## src/rtl/mod_pkg.sv

```systemverilog
// rtl/mod_pkg.sv - mode encodings, default levels and mode helpers for the BPSK/QPSK/16-QAM modulator
package mod_pkg;

    typedef enum logic [1:0] {
        MODE_BPSK  = 2'd0,
        MODE_QPSK  = 2'd1,
        MODE_QAM16 = 2'd2,
        MODE_RSVD  = 2'd3
    } mode_e;

    localparam int DEF_AMP    = 45;
    localparam int DEF_QAM_HI = 57;
    localparam int DEF_QAM_LO = 19;

    function automatic logic [2:0] bits_per_mode(input mode_e m);
        case (m)
            MODE_BPSK:  return 3'd1;
            MODE_QAM16: return 3'd4;
            default:    return 3'd2;
        endcase
    endfunction

    // The reserved encoding behaves as QPSK everywhere downstream.
    function automatic mode_e norm_mode(input logic [1:0] m);
        if (m == 2'd3) begin
            return MODE_QPSK;
        end
        return mode_e'(m);
    endfunction

endpackage

```

## src/rtl/mpsk_qam_mapper.sv

```systemverilog
// rtl/mpsk_qam_mapper.sv - combinational Gray mapper from packed bits to signed I/Q (DIFF_ENC_EN adds phase input)
module mpsk_qam_mapper
    import mod_pkg::*;
#(
    parameter int OUT_W  = 7,
    parameter int AMP    = DEF_AMP,
    parameter int QAM_HI = DEF_QAM_HI,
    parameter int QAM_LO = DEF_QAM_LO
) (
    input  logic [1:0]              mode,
    input  logic [3:0]              bits,
`ifdef DIFF_ENC_EN
    input  logic [1:0]              p,
    output logic [1:0]              p_next,
`endif
    output logic signed [OUT_W-1:0] re,
    output logic signed [OUT_W-1:0] im
);

    localparam logic signed [OUT_W-1:0] A_POS  = OUT_W'(AMP);
    localparam logic signed [OUT_W-1:0] A_NEG  = -A_POS;
    localparam logic signed [OUT_W-1:0] HI_POS = OUT_W'(QAM_HI);
    localparam logic signed [OUT_W-1:0] LO_POS = OUT_W'(QAM_LO);

    // One 16-QAM axis: s picks the sign, m picks inner (1) or outer (0) level.
    function automatic logic signed [OUT_W-1:0] axis_level(input logic s, input logic m);
        logic signed [OUT_W-1:0] mag;
        mag = m ? LO_POS : HI_POS;
        return s ? -mag : mag;
    endfunction

    always_comb begin
        re = '0;
        im = '0;
`ifdef DIFF_ENC_EN
        p_next = p;
`endif
        case (mode_e'(mode))
            MODE_BPSK: begin
`ifdef DIFF_ENC_EN
                p_next = p + (bits[0] ? 2'd2 : 2'd0);
                re     = (p_next == 2'd0) ? A_POS : A_NEG;
`else
                re = bits[0] ? A_NEG : A_POS;
`endif
            end
            MODE_QAM16: begin
                im = axis_level(bits[0], bits[1]);
                re = axis_level(bits[2], bits[3]);
            end
            default: begin
`ifdef DIFF_ENC_EN
                // Gray dibit to phase step: 00->0, 01->1, 11->2, 10->3.
                p_next = p + {bits[1], bits[1] ^ bits[0]};
                case (p_next)
                    2'd0:    begin re = A_POS; im = A_POS; end
                    2'd1:    begin re = A_NEG; im = A_POS; end
                    2'd2:    begin re = A_NEG; im = A_NEG; end
                    default: begin re = A_POS; im = A_NEG; end
                endcase
`else
                re = bits[1] ? A_NEG : A_POS;
                im = bits[0] ? A_NEG : A_POS;
`endif
            end
        endcase
    end

endmodule

```

## src/rtl/mpsk_qam_mod_stream.sv

```systemverilog
// rtl/mpsk_qam_mod_stream.sv - streaming bit-to-symbol modulator with handshakes (optional DIFF_ENC_EN differential encoding)
module mpsk_qam_mod_stream
    import mod_pkg::*;
#(
    parameter int OUT_W  = 7,
    parameter int AMP    = DEF_AMP,
    parameter int QAM_HI = DEF_QAM_HI,
    parameter int QAM_LO = DEF_QAM_LO
) (
    input  logic                    clk,
    input  logic                    reset,
    input  logic [1:0]              mode,
    input  logic                    in_bit,
    input  logic                    in_valid,
    output logic                    in_ready,
    output logic signed [OUT_W-1:0] out_re,
    output logic signed [OUT_W-1:0] out_im,
    output logic                    out_valid,
    input  logic                    out_ready
);

    localparam int MAX_MAG = (2 ** (OUT_W - 1)) - 1;

    if (OUT_W < 4 || AMP < 0 || AMP > MAX_MAG || QAM_HI < 0 || QAM_HI > MAX_MAG
        || QAM_LO < 0 || QAM_LO > MAX_MAG) begin : g_bad_params
        $error("mpsk_qam_mod_stream: level parameters do not fit OUT_W");
    end

    logic [1:0]              cnt;
    logic [3:0]              shreg;
    mode_e                   mode_q;
    mode_e                   eff_mode;
    logic [3:0]              bits_next;
    logic                    is_last;
    logic                    xfer;
    logic signed [OUT_W-1:0] map_re;
    logic signed [OUT_W-1:0] map_im;
`ifdef DIFF_ENC_EN
    logic [1:0]              p_q;
    logic [1:0]              p_next;
`endif

    assign in_ready = !out_valid || out_ready;
    assign xfer     = in_valid && in_ready;

    // Mode is taken live on the first bit of a symbol and from the latch afterwards.
    always_comb begin
        eff_mode       = (cnt == 2'd0) ? norm_mode(mode) : mode_q;
        bits_next      = shreg;
        bits_next[cnt] = in_bit;
        is_last        = ({1'b0, cnt} == (bits_per_mode(eff_mode) - 3'd1));
    end

    mpsk_qam_mapper #(
        .OUT_W  (OUT_W),
        .AMP    (AMP),
        .QAM_HI (QAM_HI),
        .QAM_LO (QAM_LO)
    ) u_mapper (
        .mode   (eff_mode),
        .bits   (bits_next),
`ifdef DIFF_ENC_EN
        .p      (p_q),
        .p_next (p_next),
`endif
        .re     (map_re),
        .im     (map_im)
    );

    // A load in the same cycle as a consume keeps out_valid high (last assignment wins).
    always_ff @(posedge clk) begin
        if (reset) begin
            cnt       <= 2'd0;
            shreg     <= 4'd0;
            mode_q    <= MODE_QPSK;
            out_valid <= 1'b0;
            out_re    <= '0;
            out_im    <= '0;
`ifdef DIFF_ENC_EN
            p_q       <= 2'd0;
`endif
        end else begin
            if (out_valid && out_ready) begin
                out_valid <= 1'b0;
            end
            if (xfer) begin
                if (cnt == 2'd0) begin
                    mode_q <= eff_mode;
                end
                if (is_last) begin
                    cnt       <= 2'd0;
                    shreg     <= 4'd0;
                    out_re    <= map_re;
                    out_im    <= map_im;
                    out_valid <= 1'b1;
`ifdef DIFF_ENC_EN
                    p_q       <= p_next;
`endif
                end else begin
                    cnt   <= cnt + 2'd1;
                    shreg <= bits_next;
                end
            end
        end
    end

endmodule
```

## config.mk

```make
export PLATFORM = sky130hd
export DESIGN_NAME = mpsk_qam_mod_stream
export DESIGN_NICKNAME = d
export VERILOG_FILES = /design/src/rtl/mod_pkg.sv /design/src/rtl/mpsk_qam_mapper.sv /design/src/rtl/mpsk_qam_mod_stream.sv
export SDC_FILE = /design/constraint.sdc
export NUM_CORES = 1
export LEC_CHECK = 0
export BUFFER_PORTS_ARGS = -buffer_cell sky130_fd_sc_hd__clkbuf_2
export CORE_MARGIN = 2
export CORE_UTILIZATION = 42
export DETAILED_ROUTE_END_ITERATION = 12
export SYNTH_ARGS = -nofsm -noshare
export SYNTH_HDL_FRONTEND = slang
export SYNTH_SLANG_ARGS = --single-unit
```

## constraint.sdc

```tcl
create_clock -name clk -period 2.7 [get_ports clk]
set_input_delay 0 -clock clk [delete_from_list [all_inputs] [get_ports clk]]
set_output_delay 0 -clock clk [all_outputs]
set_load 0.01 [all_outputs]
```

==> metrics.txt, run 1 <==
Die Y 56.4 um; clk buf depth 2; crit path from cnt[0]; total grt overflow 0; largest net degree at the start of global routing 14; initial antenna violation count 0; max incr delay on CP 460 ps; Post-Synthesis Cells 128; Synth Register Bits 21; worst hold margin 18.7 ps; average size of a mapped cell 8.99 sq um; Crit. End Element register; post-synthesis cell type count 40; final core area utilization 50.1%; IO buf count 22; final period utilization 85.4%; most common cell after layout, fill and taps aside clkbuf_2; first-pass GRT wire length 3780 um; final wirelength 2220 um; nets 160; pre-CTS setup slack 386 ps; drt initial violations 6; Main synth FF type dfxtp_1; share of flip-flops with an asynchronous set or reset 0%; Worst-Margin Slew 599 ps; outcome completed; postcts setup bufs 0; CTS Root Cell clkbuf_4; most frequent cells in the layout clkbuf_2, dfxtp_1, nor2_1; Initial Util 45.2%; Max VDD drop 0.317 mV; relative slew slack 59.0%; fraction of layout cells with a size suffix above 1 23.6%; Worst setup endpoint shreg[0]; Fillers 262; Hold Buf Count CTS 1; Initial DRT Pass Iterations 4; CTS tree built; Worst Path Buf+Inv 1; number of global-route vias before repair 865; Pwr Density 592 mW/mm^2; Lkg Pwr 0.577 nW; ANT cells 0; Die Wd 56.4 um; crit path max fanout 11; register clock-pin slew on the reported worst setup and hold paths 120 ps; Via-to-Cell Ratio 5.24; Clock Skews 5.69 ps; antenna viol nets, final 0; CTS Sinks 21; hold path startpoint reset; die area 0.00318 sq mm; Ys Warns 0; post-layout min period 2310 ps; crit-path leading delay family compound AO/OA/AOI/OAI gates; # Max-Cap Violations 0; Fmax 434 MHz; Hold Path Class in -> reg; Worst Path Arrival 2550 ps; clk_lat worst skew 310 ps; critical path class reg -> reg; Crit-path slowest cell dfxtp_1; register area share after synthesis 36.5%; setup TNS 0 ps; RD Place Congestion 0.770; WP depth 7; Pins Over Slew Limit 0; worst path cell trace inv_1 > ha_1 > mux2_4 > o2111ai_2 > o22ai_2 > or2_1 > a211oi_2; area grow syn2layout 10.9%; endpoints failing hold 0; worst r2r dst shreg[0]; Post-Syn Nets 139; Post-DP HPWL 1770 um; clock buffer count from CTS 3; Req. time, crit path 2940 ps; CP Launch Type register; Vias 933; setup slack, reg-to-reg 390 ps; Post-CTS Resized 0; drt drc 0; GRT Util Overall 15.1%; wire per inst 12.5 um; H-tree level count 1; IO Pins 23; setup violators final 0; r2r worst-path depth 7; Core Region 0.00254 sq mm; RSZ-0062 raised after global routing no; Row Count 18; cell area after synthesis 0.00115 sq mm; EDFF count, synth 0; Final WS setup 394 ps; worst r2r src cnt[0]
through the flow:
stage	total power (W)	std cells	cell area [sq um]
finish	0.000756	178	1280
global route	0.000807	178	1280
CTS	0.000763	178	1280
detailed placement	0.000610	173	1240
global placement	0.000606	173	1240
floorplan	0.000566	128	1150
sequential cells by signal, summed over array words and instances, names as in the netlist:
signal,count
shreg,4
mode_q,2
out_valid,1
out_re,6
out_im,6
cnt,2
how the worst min path moves through the flow:
stage / to / cells after the start
detailed placement: mode_q[0] / 3
global placement: mode_q[0] / 3
floorplan: out_valid / 1
finish: out_im[1] / 2
global route: out_re[5] / 2
CTS: out_im[1] / 2
cells by family (layout without fill, tap and decap cells):
kind of cell	Yosys count	count (layout)	synth area share, %
compound gates	31	31	19.5
buf+inv	15	35	8.48
mux	11	11	10.1
simple gates	43	43	18.8
fa+ha+maj	4	4	4.35
flops	21	21	36.5
xor+xnor	3	3	2.28
layer usage:
| layer | GRT usage [%] | vias up | share of wire [%] |
|---|---|---|---|
| met1 | 19.4 | 425 | 48 |
| met4 | 6.12 | 0 | 0.94 |
| met2 | 24.5 | 24 | 48 |
| met3 | 3.00 | 2 | 3.7 |
| met5 | 0 | - | 0 |
| li1 | - | 482 | - |
synthesized netlist by cell type, types with 3 or more instances:
master | n | area (sq um)
dfxtp_1 | 21 | 420
nor2_1 | 17 | 63.8
a21oi_1 | 11 | 55.1
mux2i_1 | 9 | 90.1
nand2_1 | 8 | 30.0
nand2b_1 | 6 | 37.5
inv_1 | 5 | 18.8
ha_1 | 4 | 50.1
o211ai_1 | 4 | 30.0
nand3b_1 | 3 | 22.5
o211a_1 | 3 | 30.0
o21ai_0 | 3 | 15.0
power breakdown:
group | internal, W | total (W) | switching [W]
Clock | 0.0000553 | 0.000154 | 0.0000985
Sequential | 0.000343 | 0.000366 | 0.0000237
Combinational | 0.000107 | 0.000236 | 0.000129
Total | 0.000504 | 0.000756 | 0.000251
final cells by class:
class                      count  area [sq um]  share of cell area, %
clock buffer                   3          22.5                   1.76
sequential                    21           420                   32.9
timing repair buffer          25           135                   10.6
multi-input combinational     92           633                   49.6
tap                           30          37.5                   2.94
clock inverter                 1          5.00                  0.392
inverter                       6          22.5                   1.76
No activity file was read; power rests on OpenSTA's default activity.
==> run 2, diff against run 1 <==
--- a/config.mk
+++ b/config.mk
@@ -11,4 +11,5 @@
 export DETAILED_ROUTE_END_ITERATION = 12
 export SYNTH_ARGS = -nofsm -noshare
 export SYNTH_HDL_FRONTEND = slang
+export SYNTH_HIERARCHICAL = 1
 export SYNTH_SLANG_ARGS = --single-unit
==> metrics.txt, run 2 <==
most common cell after layout, fill and taps aside nand2b_1; Pwr Density 589 mW/mm^2; wire per inst 12.2 um; Row Count 20; M3 GR Usage 5.04%; largest net degree at the start of global routing 38; Post-CTS Resized 0; Post-Synthesis Cells 145; worst hold margin 43.5 ps; biggest regs out_im x7, out_re x7, shreg x4; Worst-Margin Slew 559 ps; total grt overflow 0; CTS tree built; Synth Register Bits 23; met2 Track Usage GR 22.6%; Worst Path Arrival 2600 ps; drt initial violations 44; Via-to-Cell Ratio 5.04; RSZ-0062 raised after global routing no; clock buffer count from CTS 3; Vias 1,033; Commonest cells post-synth nand2b_1, dfxtp_1, mux2i_1; met1 usage 21.4%; mux contribution to synthesized area 18.2%; Req. time, crit path 2940 ps; critical path class reg -> reg; GRT Util Overall 15.2%; ANT cells 0; Simple-Gate Fraction of Synth Area 26.6%; outcome completed; clk buf depth 2; EDFF count, synth 0; Main synth FF type dfxtp_1; crit path max fanout 20; post-layout min period 2360 ps; Pins Over Slew Limit 0; setup TNS 0 ps; initial antenna violation count 0; relative slew slack 62.7%; Die Y 61.4 um; Die Wd 61.4 um; r2r worst-path depth 7; H-tree level count 1; Initial DRT Pass Iterations 4; most frequent cells in the layout nand2b_1, dfxtp_1, clkbuf_2; largest family of logic cells by synthesized area simple AND/OR/NAND/NOR gates; area grow syn2layout 10.6%; Fmax 424 MHz; clk_lat worst skew 310 ps; drt drc 0; Hold Buf Count CTS 1; CP Launch Type register; Synth area leaders dfxtp_1, nand2b_1, mux2i_1; Post-Syn Nets 156; number of global-route vias before repair 916; endpoints failing hold 0; Post-Synth XOR/XNOR Area 1.27%; Synth Area in Adders 3.62%; IO buf count 22; hold depth 3; area fraction of the dominant cell type after synthesis 33.3%; Clock Skews 4.57 ps; top cell type by total area after synthesis dfxtp_1; RD Place Congestion 0.803; Max VDD drop 0.361 mV; Hold Path Class in -> reg; setup violators final 0; register area share after synthesis 33.3%; IO Pins 23; most frequent cell after synthesis nand2b_1; final period utilization 87.4%; Initial Util 44.6%; area fraction in compound gates after synthesis 10.3%; post-synthesis cell type count 39; Post-DP HPWL 1760 um; Crit. End Element register; Lkg Pwr 0.637 nW; antenna viol nets, final 0; postcts setup bufs 0; die area 0.00377 sq mm; Core Region 0.00310 sq mm; first-pass GRT wire length 4250 um; cell area after synthesis 0.00138 sq mm; fraction of layout cells with a size suffix above 1 25.5%; final wirelength 2510 um; Ys Warns 6; share of flip-flops with an asynchronous set or reset 0%; # Max-Cap Violations 0; register clock-pin slew on the reported worst setup and hold paths 120 ps; CTS Root Cell clkbuf_4; CTS Sinks 23; nets 173; average size of a mapped cell 9.54 sq um; GR peak layer met2
[run 2: changes by cell type after synthesis, sizes merged, moves of 3 or more]
cell    change
nor2       -16
a21oi       -7
nand2b     +28
clkbuf      +3
mux2        +4
o211ai      -4
o21ai       -3
mux2i       +9
nor3        +4
[run 2: cell type report]
type,count,area [sq um]
fill,314,1570
multi-input combinational,106,845
sequential,23,460
timing repair buffer,24,128
tap,44,55.1
clock buffer,4,26.3
inverter,4,15.0
[run 2: metal layers]
| layer | wire length [um] | vias to the layer above |
|---|---|---|
| li1 | - | 528 |
| met1 | 1310 | 486 |
| met2 | 1090 | 17 |
| met3 | 90 | 2 |
| met4 | 19 | 0 |
| met5 | 0 | - |
[run 2: final timing paths]
check             from         to  slack, ps
max             cnt[0]  out_im[1]        340
min            mode[1]  mode_q[1]         40
max reg2reg     cnt[0]  out_im[1]        340
min reg2reg  out_re[1]  out_re[1]        480
[run 2: cells by family (layout without fill, tap and decap cells)]
family                     count (synthesis)  count (layout)
other                                      1               1
muxes                                     24              24
DFF                                       23              23
AOI/OAI and AO/OA                         17              17
and+or+nand+nor                           58              58
buffers and inverters                     16              32
xor gates and xnor gates                   2               2
adders and majority gates                  4               4
[run 2: worst max-delay path, stage by stage (launching register included)]
cell	delay (ps)
dfxtp_1	530
inv_1	110
ha_1	290
mux2_4	380
nand4b_4	200
o32ai_4	210
buf_4	340
mux2i_1	220
[run 2: through the flow]
| stage | utilization, % | instances | power [W] | worst slack, ps | area [sq um] |
|---|---|---|---|---|---|
| 3_5_place_dp | 48.1 | 200 | 0.000749 | 380 | 1490 |
| 2_1_floorplan | - | 145 | 0.000686 | 677 | 1380 |
| 4_1_cts | 49.3 | 205 | 0.000914 | 333 | 1530 |
| 3_3_place_gp | 48.1 | 200 | 0.000743 | 440 | 1490 |
| 5_1_grt | 49.3 | 205 | 0.000968 | 175 | 1530 |
| 6_report | 49.3 | 205 | 0.000900 | 340 | 1530 |
[run 2: report_power, final]
group	internal [W]	switching (W)
sequential	0.000380	0.0000287
clock	0.0000577	0.000101
combinational	0.000158	0.000175
